$ cat src/rtl/conv_accumulator.sv
// Sign-magnitude window accumulator with a valid/ready result port.
// Optional CONV_ACC_RELU_EN clamps negative window sums to zero.
module conv_accumulator #(
  parameter int WIDTH       = 9,
  parameter int KERNEL_SIZE = 9,
  parameter int GUARD       = 4
) (
  input  logic                 clk,
  input  logic                 rst,
  input  logic                 clr,
  input  logic [2*WIDTH-1:0]   in_data,
  input  logic                 in_valid,
  output logic                 in_ready,
  output logic [2*WIDTH-1:0]   out_data,
  output logic                 out_valid,
  input  logic                 out_ready,
  output logic                 out_sat
);

  localparam int DW = 2 * WIDTH;
  localparam int MW = DW - 1 + GUARD;
  localparam int CW = $clog2(KERNEL_SIZE);

  typedef enum logic {ACCUM, OUTPUT} state_t;

  state_t          state, state_n;
  logic            acc_sign, acc_sign_n;
  logic [MW-1:0]   acc_mag, acc_mag_n;
  logic [CW-1:0]   count, count_n;
  logic [DW-1:0]   out_data_n;
  logic            out_valid_n, out_sat_n;

  logic [MW-1:0]   in_mag, sum_mag;
  logic            in_sign, sum_sign;
  logic [DW-2:0]   fmt_mag;
  logic            fmt_sign, fmt_sat;
  logic            take, last;

  assign in_ready = (state == ACCUM);
  assign take     = in_valid && in_ready;
  assign last     = (count == CW'(KERNEL_SIZE - 1));
  assign in_mag   = MW'(in_data[DW-2:0]);
  // -0 on the input is folded to +0 so sign compare stays meaningful
  assign in_sign  = in_data[DW-1] && (in_data[DW-2:0] != '0);

  always_comb begin
    sum_mag  = '0;
    sum_sign = 1'b0;
    if (acc_sign == in_sign) begin
      sum_mag  = acc_mag + in_mag;
      sum_sign = acc_sign;
    end else if (acc_mag >= in_mag) begin
      sum_mag  = acc_mag - in_mag;
      sum_sign = acc_sign;
    end else begin
      sum_mag  = in_mag - acc_mag;
      sum_sign = in_sign;
    end
    if (sum_mag == '0) sum_sign = 1'b0;
  end

  always_comb begin
    fmt_sat  = |sum_mag[MW-1:DW-1];
    fmt_mag  = fmt_sat ? '1 : sum_mag[DW-2:0];
    fmt_sign = sum_sign;
`ifdef CONV_ACC_RELU_EN
    if (sum_sign) begin
      fmt_sat  = 1'b0;
      fmt_mag  = '0;
      fmt_sign = 1'b0;
    end
`endif
  end

  always_comb begin
    state_n     = state;
    acc_sign_n  = acc_sign;
    acc_mag_n   = acc_mag;
    count_n     = count;
    out_data_n  = out_data;
    out_valid_n = out_valid;
    out_sat_n   = out_sat;
    if (clr) begin
      state_n     = ACCUM;
      acc_sign_n  = 1'b0;
      acc_mag_n   = '0;
      count_n     = '0;
      out_data_n  = '0;
      out_valid_n = 1'b0;
      out_sat_n   = 1'b0;
    end else begin
      unique case (state)
        ACCUM: begin
          if (take) begin
            acc_sign_n = sum_sign;
            acc_mag_n  = sum_mag;
            if (last) begin
              state_n     = OUTPUT;
              out_data_n  = {fmt_sign, fmt_mag};
              out_sat_n   = fmt_sat;
              out_valid_n = 1'b1;
            end else begin
              count_n = count + CW'(1);
            end
          end
        end
        OUTPUT: begin
          if (out_ready) begin
            state_n     = ACCUM;
            acc_sign_n  = 1'b0;
            acc_mag_n   = '0;
            count_n     = '0;
            out_valid_n = 1'b0;
          end
        end
        default: state_n = ACCUM;
      endcase
    end
  end

  always_ff @(posedge clk or posedge rst) begin
    if (rst) begin
      state     <= ACCUM;
      acc_sign  <= 1'b0;
      acc_mag   <= '0;
      count     <= '0;
      out_data  <= '0;
      out_valid <= 1'b0;
      out_sat   <= 1'b0;
    end else begin
      state     <= state_n;
      acc_sign  <= acc_sign_n;
      acc_mag   <= acc_mag_n;
      count     <= count_n;
      out_data  <= out_data_n;
      out_valid <= out_valid_n;
      out_sat   <= out_sat_n;
    end
  end

endmodule

$ cat config.mk
export PLATFORM = sky130hd
export DESIGN_NAME = conv_accumulator
export DESIGN_NICKNAME = d
export VERILOG_FILES = /design/src/rtl/conv_accumulator.sv
export SDC_FILE = /design/constraint.sdc
export NUM_CORES = 1
export LEC_CHECK = 0
export CAP_MARGIN = 5
export CORE_MARGIN = 1
export CORE_UTILIZATION = 45
export CTS_CLUSTER_SIZE = 14
export DETAILED_ROUTE_END_ITERATION = 8
export PLACE_DENSITY = 0.64
export SKIP_LAST_GASP = 1
export SYNTH_ARGS = -nofsm -noshare
export SYNTH_HDL_FRONTEND = slang
export SYNTH_SLANG_ARGS = --single-unit
$ cat constraint.sdc
create_clock -name clk -period 4.36 [get_ports clk]
set_input_delay 0.654 -clock clk [delete_from_list [all_inputs] [get_ports clk]]
set_output_delay 0.654 -clock clk [all_outputs]
set_load 0.02 [all_outputs]
==> out/metrics.yaml <==
setup_viol: 0
ys_top_cells_by_area: "sky130_fd_sc_hd__dfrtp_1 (21%), sky130_fd_sc_hd__ha_1 (12%), sky130_fd_sc_hd__a21oi_1 (4.8%)"
holdPathEnd: "out_data[3]"
start_util_pct: 47.0
placeableCoreArea_sq_um: 11700
netlist_instances: 665
report.final.hold_viol_count: 0
detailedRoute.firstIterationViolations: 580
ys_top_cells_by_count: "sky130_fd_sc_hd__inv_1 (61), sky130_fd_sc_hd__ha_1 (53), sky130_fd_sc_hd__a21oi_1 (52)"
gr-usage-all-layers_pct: 31.5
die_area_sq_um: 12600
critPathRequiredTime_ns: 4.52
maxClockFrequency_mhz: 237
drcViolationCount: 1
drt_first_pass_iters: 9
first_pass_grt_wire_length_mm: 30.7
fin_skew_ns: 0.00583
cts_max_level: 2
reg2regPathDepth: 14
dpl-instance-area_sq_um: 6750
regArea_sq_um: 1180
crit_path_cell_trace: "clkdlybuf4s50_1 > inv_1 > ha_1 > buf_4 > nand4_1 > or4_4 > o21ai_4 > or4_1 > buf_4 > buf_12 > o2111ai_1 > a31oi_1 > xor2_1 > a2111o_1 > nor4_1 > nor2_1"
yosysSeqAreaShare_pct: 21.5
ff2ff_setup_slack_ns: 0.58
grt_start_max_net_pins: 48
cts_hold_repair.buffers: 0
cap_violations: 0
placed_cells: 932
holdCritPathClass: "reg2reg"
totalNegativeSetupSlack_ns: 0
period_needed_ns: 4.21
critical-path-top-delay-family: "simple AND/OR/NAND/NOR gates"
detail_route.wl_per_cell_um: 20.8
failed_checks: "design-rule violations"
critPathCaptureType: "flop"
grt_remaining_overflow: 0
powerDensity_nw_per_um2: 680
final_antenna_net_count: 0
critical_path_class: "in2reg"
ctsLongestPathBuffers: 2
post_synth_instance_area_sq_um: 5480
postSynth.topFlopCell: "sky130_fd_sc_hd__dfrtp_1"
timing.critical_path.slowest_stage_cell: "sky130_fd_sc_hd__clkdlybuf4s50_1"
worst_path_largest_cell_delay_ns: 0.48
yosysWarningCount: 0
fin_worst_hold_slack_ns: 0.475
synth_area_per_cell_sq_um: 8.24
wirelength_mm: 19.5
timing.critical_path.fanout_max: 14
worst_slew_pin_slew_ns: 0.936
yosys.area.top_type: "sky130_fd_sc_hd__dfrtp_1"
crit_arrival_ns: 4.37
number_of_antenna_violations_at_the_first_check_in_global_routing: 0
synth_enable_flop_cells: 0
cts_made_buffers: 5
nets: 876
chipWidth_um: 112
clk_latency_ns: 0.28
irDropWorstVdd_mv: 0.349
port_buffers: 43
fp.dieH_um: 112
rr_endpoint: "acc_sign"
first_global_vias: 5645
synth.net_count: 744
placement_rows: 39
hp-start: "out_data[3]"
area_added_between_synthesis_and_finish_pct: 26.7
instances_no_fill: 939
report.final.slew_viol_count: 0
clock_tree.root_cell: "sky130_fd_sc_hd__clkbuf_16"
post_synth_num_cell_types: 81
final_min_period_over_clock_period_pct: 96.6
count_of_buffer_and_inverter_cells_on_the_critical_path: 5
multiInputGateArea_sq_um: 3870
fill_cells: 1065
postLayoutCellArea_sq_um: 6940
post-route-util_pct: 59.5
worst_r2r_startpoint: "acc_mag[3]"
crit_path_frequent_cell: "sky130_fd_sc_hd__buf_4"
drive_above_1_share_pct: 21.1
p_leak_nw: 3.16
via_count: 5783
slew_headroom_pct: 37.5
outcome: "complete, but fails checks"
yosys_register_bits: 47
timing.hold.worst_path_depth: 2
via_per_inst: 6.16
clkSlewWorstSetupHoldPaths_ns: 0.06
count_of_pins_on_the_block_boundary: 44
antenna_cells_inserted: 0
netlist.area_leader.share_pct: 21.5
tritoncts_clock_tree: "built"
synthMostInstantiatedCell: "sky130_fd_sc_hd__inv_1"
dpl.hpwl_mm: 16.1
start_kind: "input pin"
clock-sinks: 47
proportion_of_synthesized_flip_flops_having_asynchronous_set_or_reset_pct: 100
gp_congestion: 0.964
## worst register-to-register path, delay by kind of cell (launching register included)
| family | cells | cell delay, ns |
|---|---|---|
| AND/OR/NAND/NOR | 5 | 1.07 |
| buffers and inverters | 3 | 0.52 |
| adder cells (fa/ha/maj) | 1 | 0.39 |
| XOR/XNOR | 1 | 0.19 |
| flip-flops | 1 | 0.43 |
| AO/OA/AOI/OAI | 4 | 1.06 |
## report_power, final
group          total, mW  internal, mW  switching, mW  leakage, nW
Clock              0.350         0.206          0.145       0.0618
Combinational       3.70          1.61           2.09         2.46
Sequential         0.672         0.515          0.158        0.641
## per-stage QoR
step | power [mW] | setup WS [ns]
final | 4.72 | 0.149
after detailed placement | 4.22 | -0.314
after CTS | 4.60 | 0.0217
after floorplan | 2.80 | 0.633
after global placement | 4.20 | -0.233
after global routing | 5.06 | -0.000344
## state kept, by name, summed over array words and instances (netlist names)
| register | flops |
|---|---|
| out_data | 18 |
| out_valid | 1 |
| acc_sign | 1 |
| count | 4 |
| acc_mag | 21 |
| out_sat | 1 |
| state | 1 |
## per-layer routing
metal / vias to the layer above / global-route usage, % / part of all wire, %
li1: 2762 / - / -
met1: 2790 / 45.8 / 48
met2: 207 / 49.3 / 43
met3: 24 / 2.43 / 6.0
met4: 0 / 10.8 / 2.6
met5: - / 0 / 0
## cell usage in the layout, fill, tap and decap left out, types with 5 or more instances in the layout
cell type	netlist	final
sky130_fd_sc_hd__nor4_1	11	10
sky130_fd_sc_hd__nor2b_1	11	11
sky130_fd_sc_hd__nand2_1	42	42
sky130_fd_sc_hd__o211ai_1	8	8
sky130_fd_sc_hd__a21oi_1	52	49
sky130_fd_sc_hd__nor2_1	32	31
sky130_fd_sc_hd__a22o_1	15	15
sky130_fd_sc_hd__a211oi_1	12	11
sky130_fd_sc_hd__a31oi_1	6	6
sky130_fd_sc_hd__o21a_1	5	5
sky130_fd_sc_hd__o2111ai_1	6	6
sky130_fd_sc_hd__clkdlybuf4s50_1	0	43
sky130_fd_sc_hd__and2_1	12	11
sky130_fd_sc_hd__a21o_1	13	13
sky130_fd_sc_hd__ha_1	53	52
sky130_fd_sc_hd__o21ai_0	46	45
sky130_fd_sc_hd__inv_1	61	60
sky130_fd_sc_hd__nand4_1	8	8
sky130_fd_sc_hd__o21bai_1	6	6
sky130_fd_sc_hd__a221o_1	13	13
sky130_fd_sc_hd__nand3_1	14	14
sky130_fd_sc_hd__nor3_1	18	17
sky130_fd_sc_hd__or3_1	10	10
sky130_fd_sc_hd__clkbuf_16	0	5
sky130_fd_sc_hd__mux2i_1	5	5
sky130_fd_sc_hd__and3_1	7	7
sky130_fd_sc_hd__dfrtp_1	47	47
sky130_fd_sc_hd__nand2b_1	17	17
sky130_fd_sc_hd__buf_4	7	115
## how the worst max path moves through the flow
stage | from | end | slack (ns) | cells after the start
global route | in_data[0] | out_data[17] | -0.0003 | 17
finish | in_data[3] | acc_sign | 0.15 | 16
floorplan | in_data[6] | acc_sign | 0.63 | 15
detailed placement | in_data[4] | out_data[17] | -0.31 | 16
CTS | in_data[1] | out_data[4] | 0.02 | 14
global placement | in_data[4] | out_data[17] | -0.23 | 16
## cell type report
cell class | instances | area share, %
Clock inverter | 1 | 0.108
Sequential cell | 47 | 16.9
Timing Repair Buffer | 161 | 19.5
Clock buffer | 5 | 1.80
Inverter | 61 | 3.30
Multi-Input combinational cell | 521 | 55.8
Tap cell | 143 | 2.58
## logic make-up after synthesis
| logic type | Yosys count | synth area share [%] |
|---|---|---|
| muxes | 9 | 1.80 |
| adders and majority gates | 56 | 13.2 |
| xor gates and xnor gates | 7 | 1.12 |
| buffers and inverters | 97 | 8.86 |
| AOI/OAI and AO/OA | 249 | 33.7 |
| DFF | 47 | 21.5 |
| and+or+nand+nor | 200 | 19.8 |
## repair_timing
action,CTS,global route
cloned,0,0
setup endpoints to repair,2,20
setup buffers,0,1
resized for setup,1,13
pin swaps,0,4
Power figures use the tool's default switching activity.
